`src/rtl/spi_mem_loader.sv`:
```
// spi_mem_loader: bit-serial host frames (start, 24b addr, WE, 16b data) turned into memory bus cycles.
// Optional SPI_LOADER_READ_EN adds bus reads with the 16 read bits shifted back out on o_spi_miso.
module spi_mem_loader (
    input  logic        i_clk,
    input  logic        i_rst_n,
    input  logic        i_enable,
    input  logic        i_spi_clk,
    input  logic        i_spi_mosi,
    output logic        o_spi_miso,
    output logic        o_req,
    output logic        o_we,
    output logic [23:0] o_addr,
    output logic [15:0] o_data,
    input  logic [15:0] i_data,
    input  logic        i_ack,
    input  logic        i_err,
    output logic        o_busy,
    output logic        o_err_sticky
);
    typedef enum logic [2:0] {IDLE, ADDR, WEBIT, DATA, BUS, DONE, RDOUT} state_t;
    state_t      state_q, state_d;
    logic [4:0]  cnt_q, cnt_d;
    logic [2:0]  sck_q, sck_d;
    logic [1:0]  mosi_q, mosi_d;
    logic [23:0] addr_q, addr_d;
    logic [15:0] data_q, data_d;
    logic        we_q, we_d, req_q, req_d, err_q, err_d;
    logic        rise, bit_in;
`ifdef SPI_LOADER_READ_EN
    logic [15:0] rdata_q, rdata_d;
`endif

    always_ff @(posedge i_clk or negedge i_rst_n) begin
        if (!i_rst_n) begin
            state_q <= IDLE;
            cnt_q   <= '0;
            sck_q   <= 3'b111;
            mosi_q  <= '0;
            addr_q  <= '0;
            data_q  <= '0;
            we_q    <= 1'b0;
            req_q   <= 1'b0;
            err_q   <= 1'b0;
`ifdef SPI_LOADER_READ_EN
            rdata_q <= '0;
`endif
        end else begin
            state_q <= state_d;
            cnt_q   <= cnt_d;
            sck_q   <= sck_d;
            mosi_q  <= mosi_d;
            addr_q  <= addr_d;
            data_q  <= data_d;
            we_q    <= we_d;
            req_q   <= req_d;
            err_q   <= err_d;
`ifdef SPI_LOADER_READ_EN
            rdata_q <= rdata_d;
`endif
        end
    end

    always_comb begin
        sck_d   = {sck_q[1:0], i_spi_clk};
        mosi_d  = {mosi_q[0], i_spi_mosi};
        // mosi_q[1] has the same synchroniser age as sck_q[1], so it is the bit under the edge
        rise    = sck_q[1] & ~sck_q[2];
        bit_in  = mosi_q[1];
        state_d = state_q;
        cnt_d   = cnt_q;
        addr_d  = addr_q;
        data_d  = data_q;
        we_d    = we_q;
        req_d   = req_q;
        err_d   = err_q;
`ifdef SPI_LOADER_READ_EN
        rdata_d = rdata_q;
`endif
        case (state_q)
            IDLE: if (rise && !bit_in) begin
                state_d = ADDR;
                cnt_d   = '0;
            end
            ADDR: if (rise) begin
                addr_d  = {bit_in, addr_q[23:1]};
                cnt_d   = (cnt_q == 5'd23) ? 5'd0 : cnt_q + 5'd1;
                state_d = (cnt_q == 5'd23) ? WEBIT : ADDR;
            end
            WEBIT: if (rise) begin
                we_d = bit_in;
`ifdef SPI_LOADER_READ_EN
                state_d = bit_in ? DATA : BUS;
                req_d   = !bit_in;
`else
                state_d = bit_in ? DATA : DONE;
`endif
            end
            DATA: if (rise) begin
                data_d  = {bit_in, data_q[15:1]};
                cnt_d   = (cnt_q == 5'd15) ? 5'd0 : cnt_q + 5'd1;
                state_d = (cnt_q == 5'd15) ? BUS : DATA;
                req_d   = (cnt_q == 5'd15);
            end
            BUS: if (i_ack || i_err) begin
                req_d   = 1'b0;
                state_d = DONE;
                err_d   = err_q | i_err;
`ifdef SPI_LOADER_READ_EN
                rdata_d = (i_ack && !i_err && !we_q) ? i_data : rdata_q;
`endif
            end
            DONE: if (rise) begin
`ifdef SPI_LOADER_READ_EN
                state_d = we_q ? IDLE : RDOUT;
                cnt_d   = '0;
`else
                state_d = IDLE;
`endif
            end
`ifdef SPI_LOADER_READ_EN
            RDOUT: if (rise) begin
                state_d = (cnt_q == 5'd15) ? IDLE : RDOUT;
                cnt_d   = cnt_q + 5'd1;
                rdata_d = {1'b0, rdata_q[15:1]};
            end
`endif
            default: state_d = IDLE;
        endcase
        if (!i_enable) begin
            state_d = IDLE;
            req_d   = 1'b0;
        end
    end

`ifdef SPI_LOADER_READ_EN
    assign o_spi_miso = (state_q == DONE) ? 1'b0 : (state_q == RDOUT) ? rdata_q[0] : 1'b1;
`else
    logic unused_data;
    assign unused_data = ^i_data;
    assign o_spi_miso  = (state_q != DONE);
`endif
    assign o_req        = req_q;
    assign o_we         = we_q;
    assign o_addr       = addr_q;
    assign o_data       = data_q;
    assign o_busy       = (state_q != IDLE);
    assign o_err_sticky = err_q;
endmodule
```
`config.mk`:
```
export PLATFORM = sky130hd
export DESIGN_NAME = spi_mem_loader
export DESIGN_NICKNAME = d
export VERILOG_FILES = /design/src/rtl/spi_mem_loader.sv
export SDC_FILE = /design/constraint.sdc
export NUM_CORES = 1
export LEC_CHECK = 0
export ABC_CLOCK_PERIOD_IN_PS = 2400
export CAP_MARGIN = 0
export CORE_ASPECT_RATIO = 0.8
export CORE_MARGIN = 8
export CORE_UTILIZATION = 42
export DETAILED_ROUTE_END_ITERATION = 16
export PLACE_DENSITY = 0.8
export SLEW_MARGIN = 20
export SYNTH_ARGS = -nofsm -noshare
export SYNTH_HDL_FRONTEND = slang
export SYNTH_SLANG_ARGS = --single-unit
```
`constraint.sdc`:
```
create_clock -name i_clk -period 2.4 [get_ports i_clk]
set_input_delay 0.48 -clock i_clk [delete_from_list [all_inputs] [get_ports i_clk]]
set_output_delay 0.48 -clock i_clk [all_outputs]
set_load 0.1 [all_outputs]
```
==> flow_metrics.env, run 1 <==
export IMPL_status="complete, no violations"
export IMPL_synthFlopType="dfrtp_1"
export IMPL_power_density_nw_per_um2=854.7
export IMPL_grt_total_usage=0.1241
export IMPL_grt_pass1_vias=1695
export IMPL_vdd_ir_drop_max_v=0.0009012
export IMPL_post_drt_wl_per_cell_um=15.39
export IMPL_post_route_min_period_ps=2101
export IMPL_synth_area_mux_share=0.2167
export IMPL_slowest_stage="dfrtp_1"
export IMPL_syn_area_um2=2524
export IMPL_ctsResizeCount=0
export IMPL_crit_path_max_fanout=18
export IMPL_io_pins=68
export IMPL_synth_edf_count=0
export IMPL_worst_r2r_startpoint="sck_q[1]"
export IMPL_die_y_um=85.33
export IMPL_dr_total_vias=1582
export IMPL_grt_overflow_total=0
export IMPL_insertedDiodeCount=0
export IMPL_cts_htree_levels=2
export IMPL_gp_congestion=0.7701
export IMPL_post_route_period_util=0.8755
export IMPL_synth_xor_area_frac=0
export IMPL_grt_max_degree=22
export IMPL_reg2reg_slack_ps=400
export IMPL_cap_violations=0
export IMPL_worstPathRequired_ps=1920
export IMPL_synth_cell_type_count=45
export IMPL_synthSimpleGateAreaFrac=0.1046
export IMPL_async_flop_share=1.000
export IMPL_first_pass_iters=4
export IMPL_hold_class="primary input to async pin"
export IMPL_clock_sinks=56
export IMPL_critPathMaxStageDelay_ps=640
export IMPL_tightestPinTransition_ps=677.2
export IMPL_cts_tree="yes"
export IMPL_grt_setup_unrepaired="no"
export IMPL_post_cts_repair_setup_buffers=0
export IMPL_synth_largest_area_cell="dfrtp_1"
export IMPL_start_util=0.4314
export IMPL_setup_violations=0
export IMPL_slew_violations=0
export IMPL_path_buf_inv=1
export IMPL_end_kind="output pin"
export IMPL_cts_root_buffer="clkbuf_8"
export IMPL_crit_family="flip-flops"
export IMPL_drc=0
export IMPL_fin_skew_ps=6.391
export IMPL_cts_buffers=5
export IMPL_multi_input_area_um2=1006
export IMPL_synth_adder_area_share=0.01487
export IMPL_area_growth_pct=22.26
export IMPL_ys_ff_latch=56
export IMPL_synth_fp_nets=205
export IMPL_fmax_ghz=0.4759
export IMPL_slew_headroom=0.5485
export IMPL_antenna_found_initial=0
export IMPL_avgSynthCellArea_um2=14.10
export IMPL_dpl_hpwl_mm=3.508
export IMPL_path_cells="nor2_2 > nand2_1 > buf_12"
export IMPL_io_buffers=51
export IMPL_place_inst=307
export IMPL_hold_buffers=0
export IMPL_worstSetupPathType="flip-flop to output pin"
export IMPL_total_power_mw=2.637
export IMPL_worstPathArrival_ps=1620
export IMPL_finalHoldViolCount=0
export IMPL_drt_iter0_drc=59
export IMPL_vias_per_cell=5.022
export IMPL_syn_inst=179
export IMPL_r2r_end="o_addr[14]"
export IMPL_setup_tns_ps=0
export IMPL_synth_seq_area_share=0.5568
export IMPL_nNetsFinal=259
export IMPL_yosys_warnings=0
export IMPL_synth_top_family_by_area="multiplexers"
export IMPL_insertion_delay_ps=310
export IMPL_routed_wl_mm=4.849
export IMPL_final_cells=315
export IMPL_leakage_nw=1.523
export IMPL_grt_pass1_wl_mm=8.500
export IMPL_dieArea_um2=8760
export IMPL_path_clk_slew_ps=100
export IMPL_clock_path_buffers=2
export IMPL_cp_start_kind="flip-flop"
export IMPL_yosysTopAreaCellShare=0.5255
export IMPL_netlist_top_cells_area="dfrtp_1 53%, mux2_4 12%, mux2_2 9.4%"
export IMPL_core_area_um2=5849
export IMPL_detail_route_antenna_nets=0
export IMPL_rr_worst_depth=5
export IMPL_die_width_um=102.7
export IMPL_fin_hold_ws_ps=89.41
export IMPL_rows=25
export IMPL_synth_compound_area_frac=0.06247
export IMPL_ff_latch_area_um2=1405
export IMPL_drive_above_1_share=0.4615
export IMPL_n_fill_cell=512
worst max path at each step:
stage	from	end	slack, ps	depth (start not counted)
2_1_floorplan	state_q[1]	o_spi_miso	460	3
3_3_place_gp	sck_q[1]	o_addr[15]	470	5
3_5_place_dp	sck_q[1]	o_addr[20]	420	5
4_1_cts	state_q[1]	o_busy	290	3
5_1_grt	state_q[1]	o_busy	180	3
6_report	state_q[1]	o_busy	300	3
layout by cell type, fill, tap and decap left out, types with 2 or more instances in the layout:
cell type        Yosys  routed
dfrtp_1             53      53
buf_4                2      46
mux2_2              21      21
mux2_4              20      20
nand2_1             11      11
inv_1                7       7
o21ai_0              7       7
nor2_1               5       5
clkbuf_8             0       5
clkdlybuf4s50_1      0       5
nand3b_1             3       3
ha_1                 3       3
buf_12               2       3
dfstp_2              3       3
and3_1               2       2
nand4_1              2       2
nand4b_1             2       2
a221o_1              2       2
nand3_1              2       2
a22oi_1              2       2
o2111ai_1            2       2
a31oi_1              2       2
where the power goes:
group / internal, mW / switching, mW / total (mW)
clock network: 0.209 / 0.312 / 0.521
registers: 1.03 / 0.108 / 1.14
logic: 0.294 / 0.681 / 0.975
registers in the layout, summed over array words and instances (netlist names):
name / cells
cnt_q: 5
mosi_q: 2
o_addr: 24
o_data: 16
o_err_sticky: 1
o_req: 1
o_we: 1
sck_q: 3
state_q: 3
metal layers:
metal  track usage  wire length [um]  up-vias
met5             0                 0        -
met1        0.1607              2293      786
met3       0.05642               364        6
li1              -                 -      747
met4       0.04521                59        0
met2        0.1761              2131       43
synthesized netlist by cell type, types with 2 or more instances:
cell type and n:
dfstp_2 3, nand3_1 2, buf_12 2, nand4_1 2, nand3b_1 3, o21ai_0 7
o2111ai_1 2, nor2_1 5, buf_4 2, a22oi_1 2, mux2_2 21, inv_1 7
mux2_4 20, and3_1 2, a221o_1 2, dfrtp_1 53, a31oi_1 2, nand2_1 11
nand4b_1 2, buf_6 2, ha_1 3
logic make-up (layout without fill, tap and decap cells):
| group | Yosys count | after routing |
|---|---|---|
| AOI/OAI and AO/OA | 22 | 22 |
| buffers and inverters | 15 | 70 |
| muxes | 42 | 42 |
| and+or+nand+nor | 41 | 41 |
| adders and majority gates | 3 | 3 |
| DFF | 56 | 56 |
through the flow:
stage	setup slack, ps	area (um2)	utilization
3_5_place_dp	420.3	2999	0.5127
2_1_floorplan	460.0	2524	-
4_1_cts	294.0	3085	0.5275
5_1_grt	179.9	3085	0.5275
3_3_place_gp	466.7	2999	0.5127
6_report	298.8	3085	0.5275
layout make-up:
| class | instances | area share |
|---|---|---|
| clock buffer | 6 | 0.02352 |
| clock inverter | 2 | 0.004461 |
| inverter | 7 | 0.008516 |
| multi-input combinational | 108 | 0.3260 |
| sequential | 56 | 0.4554 |
| tap | 81 | 0.03285 |
| timing repair buffer | 55 | 0.1492 |
No activity file was read; power rests on OpenSTA's default activity.
==> inputs of run 2 (changes only) <==
ABC_CLOCK_PERIOD_IN_PS = 2600   (was 2400)
clock period = 2.6 ns   (was 2.4 ns; I/O delays follow)
==> flow_metrics.env, run 2 (synthesized netlist as in run 1, its figures left out) <==
export IMPL_cp_start_kind="flip-flop"
export IMPL_drc=0
export IMPL_ctsResizeCount=0
export IMPL_final_cells=314
export IMPL_finalHoldViolCount=0
export IMPL_cap_violations=0
export IMPL_worst_r2r_startpoint="sck_q[1]"
export IMPL_r2r_end="o_addr[0]"
export IMPL_drive_above_1_share=0.4635
export IMPL_clock_path_buffers=2
export IMPL_setup_tns_ps=0
export IMPL_fin_skew_ps=7.642
export IMPL_first_pass_iters=4
export IMPL_drt_iter0_drc=82
export IMPL_reg2reg_slack_ps=590
export IMPL_core_area_um2=5849
export IMPL_tightestPinTransition_ps=709.7
export IMPL_use_met3=0.03679
export IMPL_cts_htree_levels=2
export IMPL_insertedDiodeCount=0
export IMPL_critPathMaxStageDelay_ps=810
export IMPL_leakage_nw=1.511
export IMPL_dpl_hpwl_mm=3.402
export IMPL_end_kind="output pin"
export IMPL_use_met1=0.1481
export IMPL_dr_total_vias=1583
export IMPL_fin_util=0.5256
export IMPL_nNetsFinal=258
export IMPL_path_buf_inv=1
export IMPL_dieArea_um2=8760
export IMPL_crit_family="flip-flops"
export IMPL_total_power_mw=2.440
export IMPL_post_drt_wl_per_cell_um=15.02
export IMPL_vias_per_cell=5.041
export IMPL_hold_class="primary input to async pin"
export IMPL_placed_area_um2=2979
export IMPL_cts_buffers=5
export IMPL_power_density_nw_per_um2=793.6
export IMPL_hold_buffers=0
export IMPL_detail_route_antenna_nets=0
export IMPL_routed_wl_mm=4.717
export IMPL_fmax_ghz=0.4622
export IMPL_path_clk_slew_ps=110
export IMPL_worstSetupPathType="flip-flop to output pin"
export IMPL_die_width_um=102.7
export IMPL_rows=25
export IMPL_grt_max_degree=25
export IMPL_post_cts_repair_setup_buffers=0
export IMPL_rr_worst_depth=4
export IMPL_fin_hold_ws_ps=118.1
export IMPL_cts_tree="yes"
export IMPL_cts_root_buffer="clkbuf_8"
export IMPL_slowest_stage="dfrtp_1"
export IMPL_status="complete, no violations"
export IMPL_mostFrequentLayoutCells="53 x dfrtp_1, 46 x buf_4, 21 x mux2_2"
export IMPL_place_inst=306
export IMPL_path_cells="nor2_2 > nand2_1 > buf_12"
export IMPL_start_util=0.4314
export IMPL_worstPathArrival_ps=1640
export IMPL_io_buffers=51
export IMPL_slew_headroom=0.5269
export IMPL_post_route_period_util=0.8321
export IMPL_top_usage_layer="met2"
export IMPL_clock_sinks=56
export IMPL_post_route_min_period_ps=2163
export IMPL_area_growth_pct=21.81
export IMPL_grt_pass1_wl_mm=7.962
export IMPL_insertion_delay_ps=310
export IMPL_slew_violations=0
export IMPL_vdd_ir_drop_max_v=0.0008011
export IMPL_setup_violations=0
export IMPL_n_fill_cell=511
export IMPL_fin_ws_ps=436.5
export IMPL_met2_usage=0.1726
export IMPL_gp_congestion=0.7433
export IMPL_worstPathRequired_ps=2080
export IMPL_die_y_um=85.33
export IMPL_final_common_cell="dfrtp_1"
export IMPL_grt_setup_unrepaired="no"
export IMPL_grt_pass1_vias=1662
export IMPL_antenna_found_initial=0
export IMPL_io_pins=68
export IMPL_crit_path_max_fanout=18
export IMPL_place_ws_ps=597.8
export IMPL_grt_total_usage=0.1143
export IMPL_largest_reg_flops=24
export IMPL_grt_overflow_total=0
export IMPL_finalInstanceArea_um2=3074
==> run 2: changes by cell type in the layout (fill, tap and decap cells not counted) <==
cell	delta
clkinvlp_4	+2
buf_12	-1
clkbuf_1	-1
clkinv_2	-1
inv_6	-1
inv_8	+1
==> run 2: worst max-delay path by stage <==
stage	from	endpoint	slack [ps]	depth (start not counted)
after CTS	state_q[1]	o_busy	430	3
after global placement	sck_q[1]	o_addr[0]	630	4
after detailed placement	sck_q[1]	o_addr[3]	600	4
after global routing	state_q[1]	o_busy	320	3
after floorplan	state_q[1]	o_spi_miso	620	3
final	state_q[1]	o_busy	440	3
==> run 2: per-layer routing <==
metal  share of wire  vias to the layer above  wire length [um]
li1                -                      753                 -
met1            0.49                      786              2315
met2            0.45                       37              2101
met3           0.050                        7               234
met4           0.014                        0                65
met5               0                        -                 0
==> run 2: layout make-up <==
cell class	instances	area (um2)	share of cell area
clock inverters	3	26.28	0.008547
flip-flops and latches	56	1405	0.4571
repair buffers	54	440.4	0.1433
well taps	81	101.3	0.03297
clock buffers	5	68.82	0.02239
multi-input cells	108	1006	0.3272
inverters	7	26.28	0.008547
==> run 2: report_power, final <==
part | leakage (nW) | internal (mW) | total (mW) | switching [mW]
registers | 0.756 | 0.953 | 1.05 | 0.101
clock network | 0.0423 | 0.197 | 0.495 | 0.299
logic | 0.712 | 0.264 | 0.890 | 0.626
==> run 2: worst reg2reg max path, stage by stage (launching register included) <==
cell and delay (ps):
dfstp_2 580, nor3b_4 280, nand3_2 170, nor2_8 480, mux2_2 400
==> inputs of run 3 (changes only) <==
ABC_CLOCK_PERIOD_IN_PS = 1800   (was 2600)
PLACE_DENSITY = 0.83   (was 0.8)
clock period = 1.8 ns   (was 2.6 ns; I/O delays follow)
==> flow_metrics.env, run 3 (synthesized netlist as in run 1, its figures left out) <==
export IMPL_dpl_hpwl_mm=3.838
export IMPL_met2_usage=0.2073
export IMPL_hold_class="flip-flop to flip-flop"
export IMPL_n_fill_cell=412
export IMPL_grt_setup_unrepaired="no"
export IMPL_grt_pass1_wl_mm=8.970
export IMPL_dieArea_um2=8760
export IMPL_drt_iter0_drc=79
export IMPL_first_pass_iters=4
export IMPL_die_width_um=102.7
export IMPL_top_usage_layer="met2"
export IMPL_status="complete, no violations"
export IMPL_vdd_ir_drop_max_v=0.001374
export IMPL_post_route_min_period_ps=1711
export IMPL_setup_tns_ps=0
export IMPL_drc=0
export IMPL_cap_violations=0
export IMPL_cts_buffers=5
export IMPL_grt_max_degree=38
export IMPL_cts_htree_levels=2
export IMPL_worstSetupPathType="flip-flop to flip-flop"
export IMPL_insertion_delay_ps=310
export IMPL_path_clk_slew_ps=100
export IMPL_fin_util=0.6498
export IMPL_worstPathRequired_ps=2000
export IMPL_path_cells="nor3b_4 > nand3_2 > nor2_8 > buf_12 > mux2_4"
export IMPL_use_met1=0.1579
export IMPL_finalInstanceArea_um2=3801
export IMPL_cts_root_buffer="clkbuf_8"
export IMPL_crit_path_max_fanout=11
export IMPL_grt_total_usage=0.1290
export IMPL_total_power_mw=3.844
export IMPL_use_met3=0.05151
export IMPL_nNetsFinal=274
export IMPL_drive_above_1_share=0.5100
export IMPL_routed_wl_mm=5.307
export IMPL_rows=25
export IMPL_vias_per_cell=5.055
export IMPL_tightestPinTransition_ps=462.5
export IMPL_dr_total_vias=1668
export IMPL_die_y_um=85.33
export IMPL_finalHoldViolCount=0
export IMPL_insertedDiodeCount=0
export IMPL_area_growth_pct=50.62
export IMPL_antenna_found_initial=0
export IMPL_cts_tree="yes"
export IMPL_post_route_period_util=0.9507
export IMPL_start_util=0.4314
export IMPL_fmax_ghz=0.5844
export IMPL_clock_path_buffers=2
export IMPL_slew_headroom=0.6917
export IMPL_end_kind="flip-flop"
export IMPL_placed_area_um2=3645
export IMPL_slowest_stage="dfstp_2"
export IMPL_final_common_cell="dfrtp_1"
export IMPL_gp_congestion=0.8608
export IMPL_detail_route_antenna_nets=0
export IMPL_clock_sinks=56
export IMPL_largest_reg_flops=24
export IMPL_grt_pass1_vias=1814
export IMPL_io_buffers=51
export IMPL_fin_skew_ps=3.918
export IMPL_mostFrequentLayoutCells="51 x dfrtp_1, 48 x buf_12, 21 x mux2_2"
export IMPL_power_density_nw_per_um2=1011
export IMPL_core_area_um2=5849
export IMPL_post_drt_wl_per_cell_um=16.08
export IMPL_cp_start_kind="flip-flop"
export IMPL_critPathMaxStageDelay_ps=580
export IMPL_grt_overflow_total=0
export IMPL_io_pins=68
export IMPL_slew_violations=0
export IMPL_worstPathArrival_ps=1920
export IMPL_leakage_nw=1.719
export IMPL_setup_violations=0
-- run 3: routing by layer --
metal  part of all wire  wire, um
met1               0.42      2239
met2               0.50      2637
met3              0.078       413
met4             0.0032        17
met5                  0         0
-- run 3: critical path, delay by kind of cell, from the launching register on --
family | cells | cell delay, ps
flops | 1 | 580
simple gates | 3 | 560
mux | 1 | 300
buf+inv | 1 | 170
-- run 3: path summary, 6_finish.rpt --
check,startpoint,endpoint,slack (ps),cells after the start
min in group asynchronous,i_rst_n,o_addr[8],540,2
max in group asynchronous,i_rst_n,sck_q[2],640,3
max reg2reg,sck_q[1],o_addr[21],90,5
min,mosi_q[0],mosi_q[1],360,0
max,sck_q[1],o_addr[21],90,5
min reg2reg,mosi_q[0],mosi_q[1],360,0
-- run 3: timing repair --
action | CTS | global route
setup endpoints to repair | 2 | 27
hold buffers | 1 | 0
gates resized for setup | 2 | 5
pin swaps | 1 | 2
buffers inserted | 1 | 2
endpoints found under the hold margin | 19 | 0
-- run 3: layout make-up --
cell class,count,area [um2],share of cell area
clock buffers,5,68.82,0.01810
clock inverters,3,26.28,0.006912
inverters,7,26.28,0.006912
multi-input cells,108,1028,0.2706
flip-flops and latches,56,1408,0.3703
well taps,81,101.3,0.02666
repair buffers,70,1142,0.3005
-- run 3: stage by stage --
stage               hold slack, ps  instances  worst slack [ps]
floorplan                    64.41        179             10.20
detailed placement           335.5        318             20.31
finish                       359.9        330             88.78
CTS                          360.7        328             6.134
global placement             327.7        318             41.88
global route                 371.1        330             12.70
-- run 3: power breakdown --
group / internal (mW) / switching (mW) / leakage (nW) / total [mW]
Clock: 0.284 / 0.433 / 0.0423 / 0.717
Sequential: 1.38 / 0.203 / 0.753 / 1.58
Combinational: 0.623 / 0.922 / 0.923 / 1.55
